## src/rtl/line_mem_ctrl.sv

```systemverilog
// line_mem_ctrl: line-granular backing memory behind a cache miss/writeback port.
// Whole-line read/write requests are queued in an in-order FIFO, served one at a
// time after a fixed latency, and read responses are held until acknowledged.
// Optional feature macro: LINE_MEM_WRITE_ACK_EN -- when defined, writes also
// produce a response (o_resp_is_write=1) that waits for i_ack.
module line_mem_ctrl #(
    parameter int N_ELEMENTS = 2,
    parameter int N_BYTES    = 4,
    parameter int PA_WIDTH   = 8,
    parameter int LATENCY    = 3,
    parameter int FIFO_DEPTH = 2
) (
    input  logic                              clk,
    input  logic                              rst,
    input  logic                              i_req_enable,
    output logic                              o_req_ready,
    input  logic                              i_req_type,
    input  logic [PA_WIDTH-1:0]               i_req_addr,
    input  logic [N_ELEMENTS*N_BYTES*8-1:0]   i_req_data,
    output logic                              o_resp_enable,
    output logic [PA_WIDTH-1:0]               o_resp_addr,
    output logic [N_ELEMENTS*N_BYTES*8-1:0]   o_resp_data,
    output logic                              o_resp_is_write,
    input  logic                              i_ack,
    output logic                              o_busy
);

    localparam int LINE_WIDTH  = N_ELEMENTS * N_BYTES * 8;
    localparam int OFFSET_BITS = $clog2(N_ELEMENTS * N_BYTES);
    localparam int INDEX_BITS  = PA_WIDTH - OFFSET_BITS;
    localparam int N_LINES     = 1 << INDEX_BITS;
    localparam int PTR_W       = $clog2(FIFO_DEPTH);
    localparam int CNT_W       = (LATENCY > 1) ? $clog2(LATENCY) : 1;
    localparam logic [PTR_W:0] FULL_COUNT = (PTR_W + 1)'(FIFO_DEPTH);

    typedef enum logic [1:0] {IDLE, BUSY, RESP} state_e;

    typedef struct packed {
        logic                  is_write;
        logic [PA_WIDTH-1:0]   addr;
        logic [LINE_WIDTH-1:0] data;
    } req_t;

    // Request queue storage and bookkeeping
    req_t              fifo_mem [FIFO_DEPTH];
    logic [PTR_W-1:0]  wr_ptr_q, wr_ptr_d;
    logic [PTR_W-1:0]  rd_ptr_q, rd_ptr_d;
    logic [PTR_W:0]    count_q, count_d;
    logic              push, pop, full;

    // Working request, latency counter and controller state
    state_e            state_q, state_d;
    req_t              work_q, work_d;
    logic [CNT_W-1:0]  cnt_q, cnt_d;

    // Registered response outputs
    logic                  resp_enable_q, resp_enable_d;
    logic [PA_WIDTH-1:0]   resp_addr_q, resp_addr_d;
    logic [LINE_WIDTH-1:0] resp_data_q, resp_data_d;
`ifdef LINE_MEM_WRITE_ACK_EN
    logic                  resp_is_write_q, resp_is_write_d;
`endif

    // Line array
    logic [LINE_WIDTH-1:0] mem_q [N_LINES];
    logic                  mem_we;
    logic [INDEX_BITS-1:0] mem_idx;
    logic [LINE_WIDTH-1:0] mem_rdata;

    assign full      = (count_q == FULL_COUNT);
    assign mem_idx   = work_q.addr[PA_WIDTH-1:OFFSET_BITS];
    assign mem_rdata = mem_q[mem_idx];

    // Next-state logic for the queue, the controller and the response registers
    always_comb begin
        // NOTE: every signal gets a default before the case so no path leaves it unassigned (no latches).
        state_d       = state_q;
        work_d        = work_q;
        cnt_d         = cnt_q;
        resp_enable_d = resp_enable_q;
        resp_addr_d   = resp_addr_q;
        resp_data_d   = resp_data_q;
`ifdef LINE_MEM_WRITE_ACK_EN
        resp_is_write_d = resp_is_write_q;
`endif
        mem_we = 1'b0;
        pop    = 1'b0;
        push   = i_req_enable && !full;

        case (state_q)
            IDLE: begin
                if (count_q != '0) begin
                    pop     = 1'b1;
                    work_d  = fifo_mem[rd_ptr_q];
                    cnt_d   = CNT_W'(LATENCY - 1);
                    state_d = BUSY;
                end
            end
            BUSY: begin
                if (cnt_q != '0) begin
                    cnt_d = cnt_q - CNT_W'(1);
                end else if (!work_q.is_write) begin
                    resp_enable_d = 1'b1;
                    resp_addr_d   = work_q.addr;
                    resp_data_d   = mem_rdata;
`ifdef LINE_MEM_WRITE_ACK_EN
                    resp_is_write_d = 1'b0;
`endif
                    state_d = RESP;
                end else begin
                    mem_we = 1'b1;
`ifdef LINE_MEM_WRITE_ACK_EN
                    resp_enable_d   = 1'b1;
                    resp_addr_d     = work_q.addr;
                    resp_data_d     = work_q.data;
                    resp_is_write_d = 1'b1;
                    state_d         = RESP;
`else
                    state_d = IDLE;
`endif
                end
            end
            RESP: begin
                if (i_ack) begin
                    resp_enable_d = 1'b0;
                    state_d       = IDLE;
                end
            end
            default: state_d = IDLE;
        endcase

        wr_ptr_d = push ? wr_ptr_q + PTR_W'(1) : wr_ptr_q;
        rd_ptr_d = pop  ? rd_ptr_q + PTR_W'(1) : rd_ptr_q;
        case ({push, pop})
            2'b10:   count_d = count_q + (PTR_W + 1)'(1);
            2'b01:   count_d = count_q - (PTR_W + 1)'(1);
            default: count_d = count_q;
        endcase
    end

    // Control and response registers
    always_ff @(posedge clk or negedge rst) begin
        if (!rst) begin
            // NOTE: sequential state uses non-blocking assignments so every flop samples pre-edge values.
            state_q       <= IDLE;
            work_q        <= '0;
            cnt_q         <= '0;
            wr_ptr_q      <= '0;
            rd_ptr_q      <= '0;
            count_q       <= '0;
            resp_enable_q <= 1'b0;
            resp_addr_q   <= '0;
            resp_data_q   <= '0;
`ifdef LINE_MEM_WRITE_ACK_EN
            resp_is_write_q <= 1'b0;
`endif
        end else begin
            state_q       <= state_d;
            work_q        <= work_d;
            cnt_q         <= cnt_d;
            wr_ptr_q      <= wr_ptr_d;
            rd_ptr_q      <= rd_ptr_d;
            count_q       <= count_d;
            resp_enable_q <= resp_enable_d;
            resp_addr_q   <= resp_addr_d;
            resp_data_q   <= resp_data_d;
`ifdef LINE_MEM_WRITE_ACK_EN
            resp_is_write_q <= resp_is_write_d;
`endif
        end
    end

    // Queue payload: only entries between the pointers are ever read, so no reset
    always_ff @(posedge clk) begin
        if (push) begin
            fifo_mem[wr_ptr_q] <= '{is_write: i_req_type, addr: i_req_addr, data: i_req_data};
        end
    end

    // Line array: committed by a write when its latency expires
    always_ff @(posedge clk or negedge rst) begin
        if (!rst) begin
            // NOTE: the array must read back as zero after reset, so every line is a resettable flop.
            for (int i = 0; i < N_LINES; i++) begin
                mem_q[i] <= '0;
            end
        end else if (mem_we) begin
            mem_q[mem_idx] <= work_q.data;
        end
    end

    assign o_req_ready   = !full;
    assign o_resp_enable = resp_enable_q;
    assign o_resp_addr   = resp_addr_q;
    assign o_resp_data   = resp_data_q;
    assign o_busy        = (count_q != '0) || (state_q != IDLE);
`ifdef LINE_MEM_WRITE_ACK_EN
    assign o_resp_is_write = resp_is_write_q;
`else
    assign o_resp_is_write = 1'b0;
`endif

endmodule

```

## config.mk

```make
export PLATFORM = sky130hd
export DESIGN_NAME = line_mem_ctrl
export DESIGN_NICKNAME = d
export VERILOG_FILES = /design/src/rtl/line_mem_ctrl.sv
export SDC_FILE = /design/constraint.sdc
export NUM_CORES = 2
export LEC_CHECK = 0
export BUFFER_PORTS_ARGS = -buffer_cell sky130_fd_sc_hd__buf_2
export CAP_MARGIN = 40
export CORE_AREA = 2 2 470 332
export DETAILED_ROUTE_END_ITERATION = 10
export DIE_AREA = 0 0 472 334
export PLACE_DENSITY_LB_ADDON = 0.2
export SYNTH_ARGS = -nofsm -noshare
export SYNTH_HDL_FRONTEND = slang
export SYNTH_SLANG_ARGS = --single-unit
export TNS_END_PERCENT = 50
```

## constraint.sdc

```tcl
create_clock -name clk -period 13.11 [get_ports clk]
set_clock_uncertainty 0.2 [all_clocks]
set_input_delay 0.6555 -clock clk [delete_from_list [all_inputs] [get_ports clk]]
set_output_delay 0.6555 -clock clk [all_outputs]
set_load 0.05 [all_outputs]
```

==> impl_results.html <==
<table>
<tr><th>Metric</th><th>Value</th></tr>
<tr><th colspan="2">Drt</th></tr>
<tr><td>Routed WL per cell</td><td>31.4 um</td></tr>
<tr><td>Routed length on met2</td><td>126,000 um</td></tr>
<tr><td>Detail-routed via count per cell</td><td>6.87</td></tr>
<tr><td>Vias after detailed routing</td><td>62.1k</td></tr>
<tr><td>Total wire length after detailed routing</td><td>284,000 um</td></tr>
<tr><td>Routed met3 length</td><td>28,000 um</td></tr>
<tr><td>Highest routing layer actually used</td><td>met5</td></tr>
<tr><td>Wire length on met1</td><td>122,000 um</td></tr>
<tr><td>Detailed router's first-iteration violation count</td><td>7,065</td></tr>
<tr><td>Length of the first detailed-routing pass in iterations</td><td>5</td></tr>
<tr><td>DRC errors left</td><td>0</td></tr>
<tr><td>Number of nets with antenna violations after detailed routing</td><td>0</td></tr>
<tr><th colspan="2">Floorplan</th></tr>
<tr><td>Area of the core</td><td>154,000 sq um</td></tr>
<tr><td>Die Width</td><td>472 um</td></tr>
<tr><td>Die H</td><td>334 um</td></tr>
<tr><td>Total Die Area</td><td>158,000 sq um</td></tr>
<tr><td>Placement Rows</td><td>121</td></tr>
<tr><td>Starting Density</td><td>67.2%</td></tr>
<tr><td>I/O pin total</td><td>153</td></tr>
<tr><th colspan="2">Worst setup path</th></tr>
<tr><td>R2R Setup Slk</td><td>8.07 ns</td></tr>
<tr><td>Reg2reg end</td><td>o_resp_data[50]</td></tr>
<tr><td>Worst R2R Start</td><td>mem_idx[0]</td></tr>
<tr><td>Critical Path Source Type</td><td>flop</td></tr>
<tr><td>Register-to-Register Path Depth</td><td>9</td></tr>
<tr><td>Biggest cell delay along the critical path</td><td>0.72 ns</td></tr>
<tr><td>Biggest fanout along the worst timing path</td><td>36</td></tr>
<tr><td>Crit path DAT</td><td>5.56 ns</td></tr>
<tr><td>Worst Setup Path Type</td><td>reg -&gt; reg</td></tr>
<tr><td>Req. time, crit path</td><td>13.63 ns</td></tr>
<tr><td>Type of destination of the critical path</td><td>flop</td></tr>
<tr><td>Cell chain of the critical path</td><td>buf_4 -&gt; buf_4 -&gt; buf_4 -&gt; buf_4 -&gt; mux4_2 -&gt; nand2_1 -&gt; o21ai_0 -&gt; nor4_1 -&gt; a31oi_1</td></tr>
<tr><td>Crit path top cell by count</td><td>sky130_fd_sc_hd__buf_4</td></tr>
<tr><td>Standard cell with the maximum stage delay on the critical path</td><td>sky130_fd_sc_hd__dfrtp_4</td></tr>
<tr><th colspan="2">Clocking</th></tr>
<tr><td>CTS Buf Count</td><td>210</td></tr>
<tr><td>Deepest clock path buffer count</td><td>3</td></tr>
<tr><td>Maximum level of the CTS H-tree</td><td>4</td></tr>
<tr><td>Setup Buffers After CTS</td><td>0</td></tr>
<tr><td>Clock slew at reported path FFs</td><td>0.06 ns</td></tr>
<tr><td>Clock root cell</td><td>sky130_fd_sc_hd__clkbuf_16</td></tr>
<tr><td>Clock network latency to the later pin of the worst-skew pair</td><td>0.87 ns</td></tr>
<tr><td>Post_cts resized</td><td>0</td></tr>
<tr><td>TritonCTS sink count</td><td>2,348</td></tr>
<tr><td>Post-cts hold buffer count</td><td>76</td></tr>
<tr><td>TritonCTS clock tree</td><td>yes</td></tr>
<tr><th colspan="2">Placed design</th></tr>
<tr><td>Input/output buffers</td><td>151</td></tr>
<tr><td>Global placer's final weighted congestion</td><td>0.809</td></tr>
<tr><td>Post-detail-place hpwl</td><td>166,000 um</td></tr>
<tr><th colspan="2">Global route</th></tr>
<tr><td>Maximum number of pins on one net before global-route repair</td><td>181</td></tr>
<tr><td>GRT overflow</td><td>0</td></tr>
<tr><td>Via count of the first global-routing pass</td><td>63.5k</td></tr>
<tr><td>First-pass GRT wire length</td><td>426,000 um</td></tr>
<tr><td>Number of antenna violations at the first check in global routing</td><td>8</td></tr>
<tr><td>All-layer global routing usage</td><td>36.8%</td></tr>
<tr><th colspan="2">Cells and area</th></tr>
<tr><td>Inserted Diodes</td><td>0</td></tr>
<tr><td>Most common cell after layout, fill and taps aside</td><td>sky130_fd_sc_hd__dfrtp_1</td></tr>
<tr><td>Final-stage net count</td><td>6,917</td></tr>
<tr><td>Finished Core Util</td><td>74.7%</td></tr>
<tr><td>Area Growth Syn to Fin</td><td>11.1%</td></tr>
<tr><td>Ratio of cells with drive above 1 in the final layout</td><td>39.4%</td></tr>
<tr><td>Fill cells</td><td>9,096</td></tr>
<tr><td>Most frequent cells in the layout</td><td>sky130_fd_sc_hd__dfrtp_1 (2,196), sky130_fd_sc_hd__mux2_2 (1,665), sky130_fd_sc_hd__mux2i_1 (477), sky130_fd_sc_hd__mux2_1 (385), sky130_fd_sc_hd__mux4_2 (309)</td></tr>
<tr><th colspan="2">Logic synthesis</th></tr>
<tr><td>Proportion of synthesized chip area in sequential cells</td><td>57.5%</td></tr>
<tr><td>Net Count, Synth</td><td>6,855</td></tr>
<tr><td>Dominant register cell in the synthesized netlist</td><td>sky130_fd_sc_hd__dfrtp_1</td></tr>
<tr><td>Number of different library cells in the post-synthesis netlist</td><td>66</td></tr>
<tr><td>Syn_area_per_cell</td><td>15.3 sq um</td></tr>
<tr><td>Gate count of the mapped netlist</td><td>6,775</td></tr>
<tr><td>Share of flip-flops with an asynchronous set or reset after synthesis</td><td>93.8%</td></tr>
<tr><td>Post-synthesis instance area</td><td>103,000 sq um</td></tr>
<tr><td>EDFF count, synth</td><td>146</td></tr>
<tr><td>Count of yosys warnings during synthesis</td><td>0</td></tr>
<tr><td>Number of storage elements in the synthesis netlist</td><td>2,348</td></tr>
<tr><th colspan="2">Timing</th></tr>
<tr><td>Fin crit share</td><td>38.4%</td></tr>
<tr><td>Max Fclk</td><td>198 MHz</td></tr>
<tr><td>Fin. max-slew vios</td><td>0</td></tr>
<tr><td>Slew Limit Headroom</td><td>23.4%</td></tr>
<tr><td>Minimum clock period after layout</td><td>5.04 ns</td></tr>
<tr><td>Final Hold Violating Endpoints</td><td>0</td></tr>
<tr><td>Worst Tran Pin Value</td><td>1.15 ns</td></tr>
<tr><td>RSZ-0062 raised after global routing</td><td>false</td></tr>
<tr><td>Final setup vio count</td><td>0</td></tr>
<tr><td>Accumulated negative setup slack</td><td>0 ns</td></tr>
<tr><th colspan="2">Worst hold path</th></tr>
<tr><td>Worst min-delay path category</td><td>in -&gt; async</td></tr>
<tr><th colspan="2">Pwr</th></tr>
<tr><td>Switching Power</td><td>8.73 mW</td></tr>
<tr><td>Switching part of the total power</td><td>34.6%</td></tr>
<tr><td>Proportion of power drawn by combinational gates</td><td>31.9%</td></tr>
<tr><td>Part of the total power dissipated in the clock network</td><td>24.7%</td></tr>
<tr><td>Leak Pwr</td><td>55.5 nW</td></tr>
<tr><td>Max IR drop VDD</td><td>263 uV</td></tr>
<tr><td>Part of the total power dissipated in sequential elements</td><td>43.4%</td></tr>
<tr><td>Internal cell power</td><td>16.5 mW</td></tr>
<tr><td>Pwr per Cell Area</td><td>220 nW/um^2</td></tr>
<tr><th colspan="2">Run</th></tr>
<tr><td># Max-Cap Violations</td><td>0</td></tr>
<tr><th colspan="2">Outcome</th></tr>
<tr><td>Outcome</td><td>completed</td></tr>
</table>
kinds of logic after synthesis:
kind of cell / count (synthesis) / share of synthesized area [%]
AOI/OAI and AO/OA: 528 / 3.33
and+or+nand+nor: 424 / 2.19
muxes: 2836 / 33.7
buffers and inverters: 630 / 3.23
DFF: 2348 / 57.5
xor gates and xnor gates: 5 / 0.0423
other: 1 / 0.00363
adders and majority gates: 3 / 0.0363
cells in the mapped netlist (5+ instances only):
library cell / number / area, sq um
sky130_fd_sc_hd__a211oi_1: 9 / 67.6
sky130_fd_sc_hd__a21oi_1: 102 / 510
sky130_fd_sc_hd__a221oi_1: 47 / 412
sky130_fd_sc_hd__a22o_1: 31 / 272
sky130_fd_sc_hd__a22oi_1: 54 / 405
sky130_fd_sc_hd__a31oi_1: 50 / 313
sky130_fd_sc_hd__and2_1: 7 / 43.8
sky130_fd_sc_hd__buf_1: 12 / 45.0
sky130_fd_sc_hd__buf_2: 159 / 796
sky130_fd_sc_hd__buf_4: 180 / 1350
sky130_fd_sc_hd__buf_6: 13 / 146
sky130_fd_sc_hd__clkbuf_1: 262 / 983
sky130_fd_sc_hd__dfrtp_1: 2202 / 55100
sky130_fd_sc_hd__edfxtp_1: 146 / 4380
sky130_fd_sc_hd__mux2_1: 385 / 4340
sky130_fd_sc_hd__mux2_2: 1665 / 18700
sky130_fd_sc_hd__mux2i_1: 477 / 4770
sky130_fd_sc_hd__mux4_2: 309 / 6960
sky130_fd_sc_hd__nand2_1: 79 / 297
sky130_fd_sc_hd__nand2_2: 5 / 31.3
sky130_fd_sc_hd__nand2b_1: 7 / 43.8
sky130_fd_sc_hd__nand3_1: 13 / 65.1
sky130_fd_sc_hd__nor2_1: 200 / 751
sky130_fd_sc_hd__nor2_4: 21 / 236
sky130_fd_sc_hd__nor2_8: 11 / 220
sky130_fd_sc_hd__nor2b_1: 5 / 31.3
sky130_fd_sc_hd__nor3_1: 9 / 45.0
sky130_fd_sc_hd__nor4_1: 23 / 144
sky130_fd_sc_hd__o21ai_0: 84 / 420
sky130_fd_sc_hd__o221ai_1: 15 / 131
sky130_fd_sc_hd__o22ai_1: 108 / 676
sky130_fd_sc_hd__o31ai_1: 10 / 75.1
sky130_fd_sc_hd__or4_1: 14 / 105
worst max-delay path by stage:
stage,from,slack (ns),endpoint
after floorplan,count_q[0],8.27,fifo_mem[0][0]
after global placement,mem_idx[0],7.77,o_resp_data[63]
after detailed placement,mem_idx[0],8.04,o_resp_data[50]
after CTS,mem_idx[0],8.06,o_resp_data[50]
after global routing,mem_idx[0],7.77,o_resp_data[50]
final,mem_idx[0],8.07,o_resp_data[50]
registers in the layout, indices dropped and copies added, names as in the netlist:
signal         count
mem_idx            5
o_resp_enable      1
count_q            2
mem_q           2048
o_resp_data       64
state_q            2
fifo_mem         146
rd_ptr_q           1
cnt_q              2
work_q            68
o_resp_addr        8
wr_ptr_q           1
metal layers:
metal	GRT usage (%)	vias up
met5	0	-
met4	11.0	4
met3	9.21	531
met2	53.0	2899
met1	55.9	33523
li1	-	25136
metrics by stage:
| stage | worst slack, ns | total power [mW] | cell area, sq um | instances | hold WS (ns) |
|---|---|---|---|---|---|
| after global routing | 7.77 | 26.3 | 115000 | 9044 | 0.271 |
| after global placement | 7.77 | 17.9 | 105000 | 8464 | 0.255 |
| after CTS | 8.06 | 25.1 | 115000 | 9036 | 0.259 |
| final | 8.07 | 25.2 | 115000 | 9044 | 0.152 |
| after detailed placement | 8.04 | 18.9 | 107000 | 8570 | 0.268 |
| after floorplan | 8.27 | 15.9 | 103000 | 6775 | 0.160 |
power by group through the flow:
stage	sequential, mW	combinational, mW	clock, mW
after floorplan	10.7	5.25	0
after global placement	11.4	6.56	0
after detailed placement	11.1	7.79	0
after CTS	11.0	7.85	6.27
after global routing	11.2	8.48	6.59
final	11.0	8.04	6.23
worst max-delay path, delay by kind of cell, from the launching register on:
kind	cells	cell delay [ns]
multiplexers	1	0.58
flip-flops	1	0.72
AO/OA/AOI/OAI	2	0.27
buffers and inverters	4	2.45
AND/OR/NAND/NOR	2	0.57
area by class of cell:
type / count / area (sq um) / area share [%]
Clock buffer: 311 / 6160 / 5.36
Clock inverter: 79 / 752 / 0.654
Inverter: 4 / 15.0 / 0.0131
Multi-Input combinational cell: 3797 / 40700 / 35.4
Sequential cell: 2348 / 59500 / 51.8
Tap cell: 2029 / 2540 / 2.21
Timing Repair Buffer: 476 / 5280 / 4.60
Power figures use the tool's default switching activity.
